[src/rtl/uart_tx_fifo.sv]
// UART transmitter with an integrated transmit FIFO.
// Frames are start, DATA_BITS data bits LSB first, optional parity, then 1 or 2 stop bits.
// Bit boundaries follow a free-running divider of en_16x pulses. A non-empty FIFO
// chains frames back to back with no idle gap.
module uart_tx_fifo #(
  parameter int unsigned DATA_BITS  = 8,
  parameter int unsigned FIFO_DEPTH = 4,
  parameter int unsigned OVERSAMPLE = 16
) (
  input  logic                               clk,
  input  logic                               rst_n,
  input  logic                               en_16x,
  input  logic                               wr_tx,
  input  logic [DATA_BITS-1:0]               wr_data,
  input  logic [1:0]                         parity_mode,
  input  logic                               stop2,
  output logic                               txd,
  output logic                               tbr,
  output logic                               tx_busy,
  output logic [$clog2(FIFO_DEPTH+1)-1:0]    fifo_cnt,
  output logic                               ovf
);

  localparam int unsigned PtrW = $clog2(FIFO_DEPTH);
  localparam int unsigned CntW = $clog2(FIFO_DEPTH + 1);
  localparam int unsigned DivW = $clog2(OVERSAMPLE);

  localparam logic [CntW-1:0] Depth    = CntW'(FIFO_DEPTH);
  localparam logic [DivW-1:0] DivMax   = DivW'(OVERSAMPLE - 1);
  localparam logic [2:0]      LastData = 3'(DATA_BITS - 1);

  typedef enum logic [2:0] {
    StIdle,
    StStart,
    StData,
    StParity,
    StStop
  } state_e;

  state_e                 state;
  logic [DivW-1:0]        div_cnt;
  logic                   baud_tick;
  logic [DATA_BITS-1:0]   mem [FIFO_DEPTH];
  logic [PtrW-1:0]        rd_ptr;
  logic [PtrW-1:0]        wr_ptr;
  logic                   fifo_full;
  logic                   fifo_empty;
  logic                   push;
  logic                   pop;
  logic [DATA_BITS-1:0]   head;
  logic [2:0]             bit_cnt;
  logic [DATA_BITS-1:0]   shreg;
  logic                   par_en;
  logic                   par_val;
  logic                   stop2_lat;
  logic                   last_stop;

  // Baud tick, FIFO status and the push/pop decisions, all from pre-edge state.
  always_comb begin
    baud_tick  = en_16x && (div_cnt == DivMax);
    fifo_full  = (fifo_cnt == Depth);
    fifo_empty = (fifo_cnt == '0);
    tbr        = !fifo_full;
    push       = wr_tx && !fifo_full;
    last_stop  = stop2_lat ? (bit_cnt == 3'd1) : (bit_cnt == 3'd0);
    // A frame is loaded from idle, or straight out of the last stop bit for zero gap.
    pop        = baud_tick && !fifo_empty &&
                 ((state == StIdle) || ((state == StStop) && last_stop));
    head       = mem[rd_ptr];
  end

  // Free-running oversample divider; runs in idle so start bits stay bit-aligned.
  always_ff @(posedge clk) begin
    if (!rst_n) begin
      div_cnt <= '0;
    end else if (en_16x) begin
      div_cnt <= (div_cnt == DivMax) ? '0 : div_cnt + 1'b1;
    end
  end

  // FIFO storage; contents need no reset because the count gates every read.
  always_ff @(posedge clk) begin
    if (push) begin
      mem[wr_ptr] <= wr_data;
    end
  end

  // FIFO pointers, occupancy and the overflow pulse.
  always_ff @(posedge clk) begin
    if (!rst_n) begin
      wr_ptr   <= '0;
      rd_ptr   <= '0;
      fifo_cnt <= '0;
      ovf      <= 1'b0;
    end else begin
      if (push) wr_ptr <= wr_ptr + 1'b1;
      if (pop)  rd_ptr <= rd_ptr + 1'b1;
      case ({push, pop})
        2'b10:   fifo_cnt <= fifo_cnt + 1'b1;
        2'b01:   fifo_cnt <= fifo_cnt - 1'b1;
        default: fifo_cnt <= fifo_cnt;
      endcase
      // A pop in the same cycle does not rescue a write seen while full.
      ovf <= wr_tx && fifo_full;
    end
  end

  // Frame sequencer with registered txd and tx_busy; config is latched at the pop.
  always_ff @(posedge clk) begin
    if (!rst_n) begin
      state     <= StIdle;
      bit_cnt   <= '0;
      shreg     <= '0;
      par_en    <= 1'b0;
      par_val   <= 1'b0;
      stop2_lat <= 1'b0;
      txd       <= 1'b1;
      tx_busy   <= 1'b0;
    end else if (pop) begin
      state     <= StStart;
      bit_cnt   <= '0;
      shreg     <= head;
      par_en    <= parity_mode[0] ^ parity_mode[1];
      // Mode 10 (odd) inverts the even parity.
      par_val   <= (^head) ^ parity_mode[1];
      stop2_lat <= stop2;
      txd       <= 1'b0;
      tx_busy   <= 1'b1;
    end else if (baud_tick) begin
      unique case (state)
        StIdle: begin
          txd <= 1'b1;
        end
        StStart: begin
          state   <= StData;
          bit_cnt <= '0;
          txd     <= shreg[0];
          shreg   <= shreg >> 1;
        end
        StData: begin
          if (bit_cnt == LastData) begin
            bit_cnt <= '0;
            if (par_en) begin
              state <= StParity;
              txd   <= par_val;
            end else begin
              state <= StStop;
              txd   <= 1'b1;
            end
          end else begin
            bit_cnt <= bit_cnt + 1'b1;
            txd     <= shreg[0];
            shreg   <= shreg >> 1;
          end
        end
        StParity: begin
          state   <= StStop;
          bit_cnt <= '0;
          txd     <= 1'b1;
        end
        StStop: begin
          // Last stop bit with a non-empty FIFO is handled by the pop branch.
          if (last_stop) begin
            state   <= StIdle;
            bit_cnt <= '0;
            txd     <= 1'b1;
            tx_busy <= 1'b0;
          end else begin
            bit_cnt <= bit_cnt + 1'b1;
          end
        end
        default: begin
          state   <= StIdle;
          txd     <= 1'b1;
          tx_busy <= 1'b0;
        end
      endcase
    end
  end

endmodule

[config.mk]
export PLATFORM = sky130hd
export DESIGN_NAME = uart_tx_fifo
export DESIGN_NICKNAME = d
export VERILOG_FILES = /design/src/rtl/uart_tx_fifo.sv
export SDC_FILE = /design/constraint.sdc
export NUM_CORES = 1
export LEC_CHECK = 0
export CORE_UTILIZATION = 62
export CTS_CLUSTER_DIAMETER = 50
export DETAILED_ROUTE_END_ITERATION = 10
export GPL_ROUTABILITY_DRIVEN = 0
export HOLD_SLACK_MARGIN = 0.12
export PLACE_DENSITY_LB_ADDON = 0.08
export SLEW_MARGIN = 20
export SYNTH_ARGS = -nofsm -noshare
export SYNTH_HDL_FRONTEND = slang
export SYNTH_SLANG_ARGS = --single-unit
export TNS_END_PERCENT = 20
[constraint.sdc]
create_clock -name clk -period 5.1 [get_ports clk]
set_input_delay 0.51 -clock clk [delete_from_list [all_inputs] [get_ports clk]]
set_output_delay 0.51 -clock clk [all_outputs]
set_load 0.01 [all_outputs]
# --- Yosys cells after proc, flatten, opt, wreduce, memory -nomap -nowiden ---
# Memories as Yosys holds them, arrays and structs flattened. A register that Yosys moved wholly into a read port is not among the register bits.
# Cells that the tools add are included.
totals:
  ff_bits: 31
  latch_bits: 0
  mem_bits_rw: 32
  rom_bits: 0
  wordCells: 98
  mem_count: 1
memory_table:
  columns: ["memory", "words", "width", "read_ports", "rd_clocked_by_memory_dff", "write_ports", "line_no", "source"]
  rows:
  - ["mem", 4, 8, 1, 1, 1, "43", "logic [DATA_BITS-1:0] mem [FIFO_DEPTH];"]
op_classes:
  n_addsub: 6
  multipliers: 0
  n_div: 0
  order_cmp: 0
  eq_ne: 17
  shift: 0
  mux: 30
  bitwise_logic: 4
  n_reduce_logical: 26
ops:
  columns: ["op", "count"]
  rows:
  - ["$mux 8", 3]
  - ["$pmux 8 s2", 1]
  - ["$mux 3", 5]
  - ["$pmux 3 s5", 1]
  - ["$mux 1", 13]
  - ["$eq 3x3->1 const B", 3]
  - ["$logic_not 3->1", 3]
  - ["$ne 3x3->1 const B", 3]
  - ["$pmux 3 s3", 1]
  - ["$reduce_and 4->1", 2]
  - ["$reduce_xor 8->1", 1]
  - ["$add 3x1->3 const B", 2]
  - ["$eq 3x1->1 const B", 2]
  - ["$eq 3x2->1 const B", 2]
  - ["$logic_and 1x1->1", 6]
  - ["$ne 2x2->1 const B", 3]
  - ["$pmux 3 s2", 1]
  - ["$reduce_and 3->1", 2]
  - ["$reduce_bool 3->1", 2]
  - ["$add 2x1->2 const B", 2]
  - ["$add 4x1->4 const B", 1]
  - ["$eq 4x4->1 const B", 1]
  - ["$mux 2", 2]
  - ["$mux 4", 1]
  - ["14 further kinds", 20]

# --- Longest topological paths before layout ---
depth:
  depth_word: 7
  ltp_mapped: 13

# --- Worst setup path after synthesis ---
# Ideal clock, no wire load.
synth_path:
  kind: "in2reg"
  from: "in en_16x"
  to: "reg fifo_cnt[2]"
  arrival_time_ns: 2.659
  required_time_ns: 5.028
  setup_slack_ns: 2.370
  cell_stages: 12
  path_buffers: 3
  path_cell_list: "buf_2 > and4_1 > clkbuf_1 > nand3_4 > inv_2 > buf_2 > ha_1 > inv_1 > fa_1 > xor2_1 > or3_1 > a21oi_1"
synth_via:
  elab_chain_cells: 5
  word_cells_on_any_way: 7
synth_lines:
  columns: ["item", "line_no", "source"]
  rows:
  - ["from (decl)", "12", "input logic en_16x,"]
  - ["$logic_and 1x1->1 (*)", "60", "baud_tick = en_16x && (div_cnt == DivMax);"]
  - ["$logic_and 1x1->1 (*) (2 in a row)", "67", "pop = baud_tick && !fifo_empty &&"]
  - ["named net pop", "49", "logic pop;"]
  - ["$eq 2x1->1 / $eq 2x2->1 (equally long branches)", "98", "case ({push, pop})"]
  - ["$pmux 3 s2 / $reduce_bool 2->1 (equally long branches)", null, null]
  - ["to (signal assigned)", "99", "2'b10: fifo_cnt <= fifo_cnt + 1'b1;"]
  - ["to (signal assigned)", "100", "2'b01: fifo_cnt <= fifo_cnt - 1'b1;"]
  - ["to (signal assigned)", "101", "default: fifo_cnt <= fifo_cnt;"]
  - ["to (decl)", "20", "output logic [$clog2(FIFO_DEPTH+1)-1:0] fifo_cnt,"]
# The timed path passes the listed nets; every way through them passes the cells marked *.
# A chain may end at the register's enable or synchronous reset.

# --- Worst setup path in the final report ---
layout_path:
  from: "in en_16x"
  to: "reg fifo_cnt[2]"
layout_via:
  elab_chain_cells: 5
  word_cells_on_any_way: 7
layout_lines:
  columns: ["item", "line_no"]
  rows:
  - ["$logic_and 1x1->1 (*)", "60"]
  - ["$logic_and 1x1->1 (*) (2 in a row)", "67"]
  - ["$eq 2x1->1 / $eq 2x2->1 (equally long branches)", "98"]
  - ["$pmux 3 s2 / $reduce_bool 2->1 (equally long branches)", null]
# Mark *: on every way between the ends. The rest lies on a longest branch, timed or not.

==> results.md <==
* Final period util at about three fifths
* Worst-Margin Slew at 966 ps
* Critical Path Fanout Max at 13
* DR vias/cell at 6.08
* Largest net degree at the start of global routing at 23
* Asr flop ratio synth at 0%
* Crit-path cells: clkdlybuf4s50_1 > and4_1 > nand3_4 > inv_2 > ha_1 > inv_1 > fa_1 > xor2_1 > or3_1 > a21oi_1
* Area grow syn2layout at 15.2%
* Startpoint Class: primary input
* Clock slew at reported path FFs at 70 ps
* Clock sink total at 65
* DR DRC count at 2
* Fillers at 299
* Total gr overflow at 0
* Worst hold path class: register to register
* Iteration-0 DRC Markers at 167
* PortBufs at 21
* Starting density of the core at about two thirds
* Final Max Tran Viols at 0
* Largest stage delay, worst path at approximately 610 ps
* Tot GR Track Use at 23.1%
* Die width at 71.3 um
* Mapped Cells at 242
* Number of antenna diodes at 0
* Cell variety after synth at 51
* Post-layout util at 76.6%
* CP required at 5350 ps
* Clock buffer count from CTS at 9
* Max_cap viols at 0
* Ports at 22
* Avg Cell Area, Syn at 12.3 um2
* First-pass GRT wire length at 8830 um
* Status: finished, violations left
* Syn_nets at 268
* Initial antenna violation count at 0
* # setup viols final at 0
* #FFs+latches synth at 65
* # H-tree levels at 3
* Leakage at 0.00121 uW
* Root buf cell: clkbuf_8
* WL per Instance at roughly 17 um
* RSZ-0062 raised after global routing: no
* Slowest cell on the critical path: clkdlybuf4s50_1
* Die area at a little over 5000 um2
* Critical Path Sink Type: register
* PD cells at between 300 and 400 nW/um2
* Rows at 24
* Max IR drop VDD at around 0.22 mV
* CTS Hold Buffers Added at 0
* Failing checks: design-rule violations
* Arrival time at the worst endpoint at 3240 ps
* Vias in the first global route at 1895
* Fin Clk Skew at 6.91 ps
* Most used DFF post-synth: dfxtp_1
* Clock Latency Late Sink at roughly 330 ps
* Mapped Area at ~3000 um2
* CP Class: primary input to register
* Rel. slew slack at 35.4%
* Gates resized, CTS repair at 0
* DRT Pass-1 Iters at 7
* Layout cells sized above 1 at roughly 10%
* F_max at 0.335 GHz
* Die height at about 71 um
* Final HPWL DP at 3580 um
* Minimum clock period at 2990 ps
* Hold Vio Cnt, Final at 0
* EDFF count, synth at 32
* Fin nets at between 200 and 300
* Drt total wl at 5330 um
* Core Region at 4470 um2
* Post-route ant nets at 0
* Vias at around 1900
* CTS tree: built
* Clock Tree Buf Depth at 2
* Ys Warns at 0
* Postcts setup bufs at 0
* Register area share after synthesis at 54.5%
* Total negative setup slack at 0 ps
critical path, delay by kind of cell:
family,cells,cell delay [ps]
adders and majority gates,2,620
AOI/OAI and AO/OA,1,130
buffers and inverters,3,950
xor gates and xnor gates,1,160
and+or+nand+nor,3,850
power by group:
part           internal [uW]  switching, uW  total, uW
registers                565           8.28        573
clock network            322            194        516
logic                   39.0           46.0       85.0
placed cells by master (no fill, tap or decap), drive strengths merged, types with 3 or more instances in the layout:
cell / n
ha: 10
clkinv: 3
nand2: 12
clkbuf: 10
nor2: 22
o21ai: 8
clkdlybuf4s50: 21
and3: 4
a21oi: 14
nand4: 3
nor3: 3
o21bai: 7
bufinv: 3
inv: 10
xnor2: 8
mux4: 8
mux2: 7
nand3: 6
dfxtp: 33
xor2: 6
o311a: 7
edfxtp: 32
flip-flops by register name, summed over array words and instances, names as in the netlist, 2 cells and up, named ones only:
| signal | flops |
|---|---|
| bit_cnt | 3 |
| div_cnt | 4 |
| fifo_cnt | 3 |
| mem | 32 |
| rd_ptr | 2 |
| shreg | 8 |
| state | 3 |
| wr_ptr | 2 |
per-stage QoR:
| step | cells | setup slack [ps] | hold slack (ps) | total power (uW) | instance area (um2) |
|---|---|---|---|---|---|
| floorplan | 242 | 2370 | 447 | 637 | 2970 |
| global placement | 302 | 1880 | 463 | 666 | 3190 |
| detailed placement | 302 | 1780 | 480 | 670 | 3190 |
| CTS | 318 | 2120 | 490 | 1180 | 3420 |
| global route | 318 | 1950 | 515 | 1210 | 3430 |
| finish | 318 | 2110 | 491 | 1170 | 3430 |
routing by layer:
layer / global-route usage (%) / share of wire (%) / wire length, um
met1: 32.9 / 49 / 2620
met2: 34.3 / 45 / 2410
met3: 4.64 / 3.6 / 193
met4: 11.1 / 1.9 / 100
met5: 0 / 0 / 0
kinds of logic (layout without fill, tap and decap cells):
group	count (synthesis)	count (layout)	synth area share, %
xor gates and xnor gates	15	15	5.13
AOI/OAI and AO/OA	48	48	11.2
DFF	65	65	54.5
adders and majority gates	11	11	4.88
and+or+nand+nor	62	62	10.7
muxes	17	17	10.1
buffers and inverters	24	48	3.45
cell type report:
type / count / area [um2] / share of cell area [%]
Timing Repair Buffer: 21 / 210 / 6.14
Tap cell: 52 / 65.1 / 1.90
Sequential cell: 65 / 1620 / 47.3
Multi-Input combinational cell: 153 / 1250 / 36.6
Clock buffer: 10 / 128 / 3.73
Inverter: 11 / 41.3 / 1.21
Clock inverter: 6 / 106 / 3.10
Yosys cell counts, drive strengths merged, types with 8 or more instances:
cell type	instances	share of area (%)
a21oi	14	2.4
clkbuf	8	1.0
dfxtp	33	22
edfxtp	32	32
ha	10	4.2
inv	10	1.3
mux4	8	6.8
nand2	12	1.5
nor2	22	2.8
o21ai	8	1.3
xnor2	8	2.6
path summary, 6_finish.rpt:
| check | start | end | slack, ps | depth (start not counted) |
|---|---|---|---|---|
| hold / removal | par_val$_SDFFE_PN0N_ | par_val$_SDFFE_PN0N_ | 490 | 2 |
| hold reg to reg | par_val$_SDFFE_PN0N_ | par_val$_SDFFE_PN0N_ | 490 | 2 |
| setup / recovery | en_16x | fifo_cnt[2]$_SDFFE_PN0P_ | 2110 | 10 |
| setup reg to reg | bit_cnt[0]$_SDFFE_PP0P_ | fifo_cnt[2]$_SDFFE_PN0P_ | 2240 | 12 |
Power figures use the tool's default switching activity.
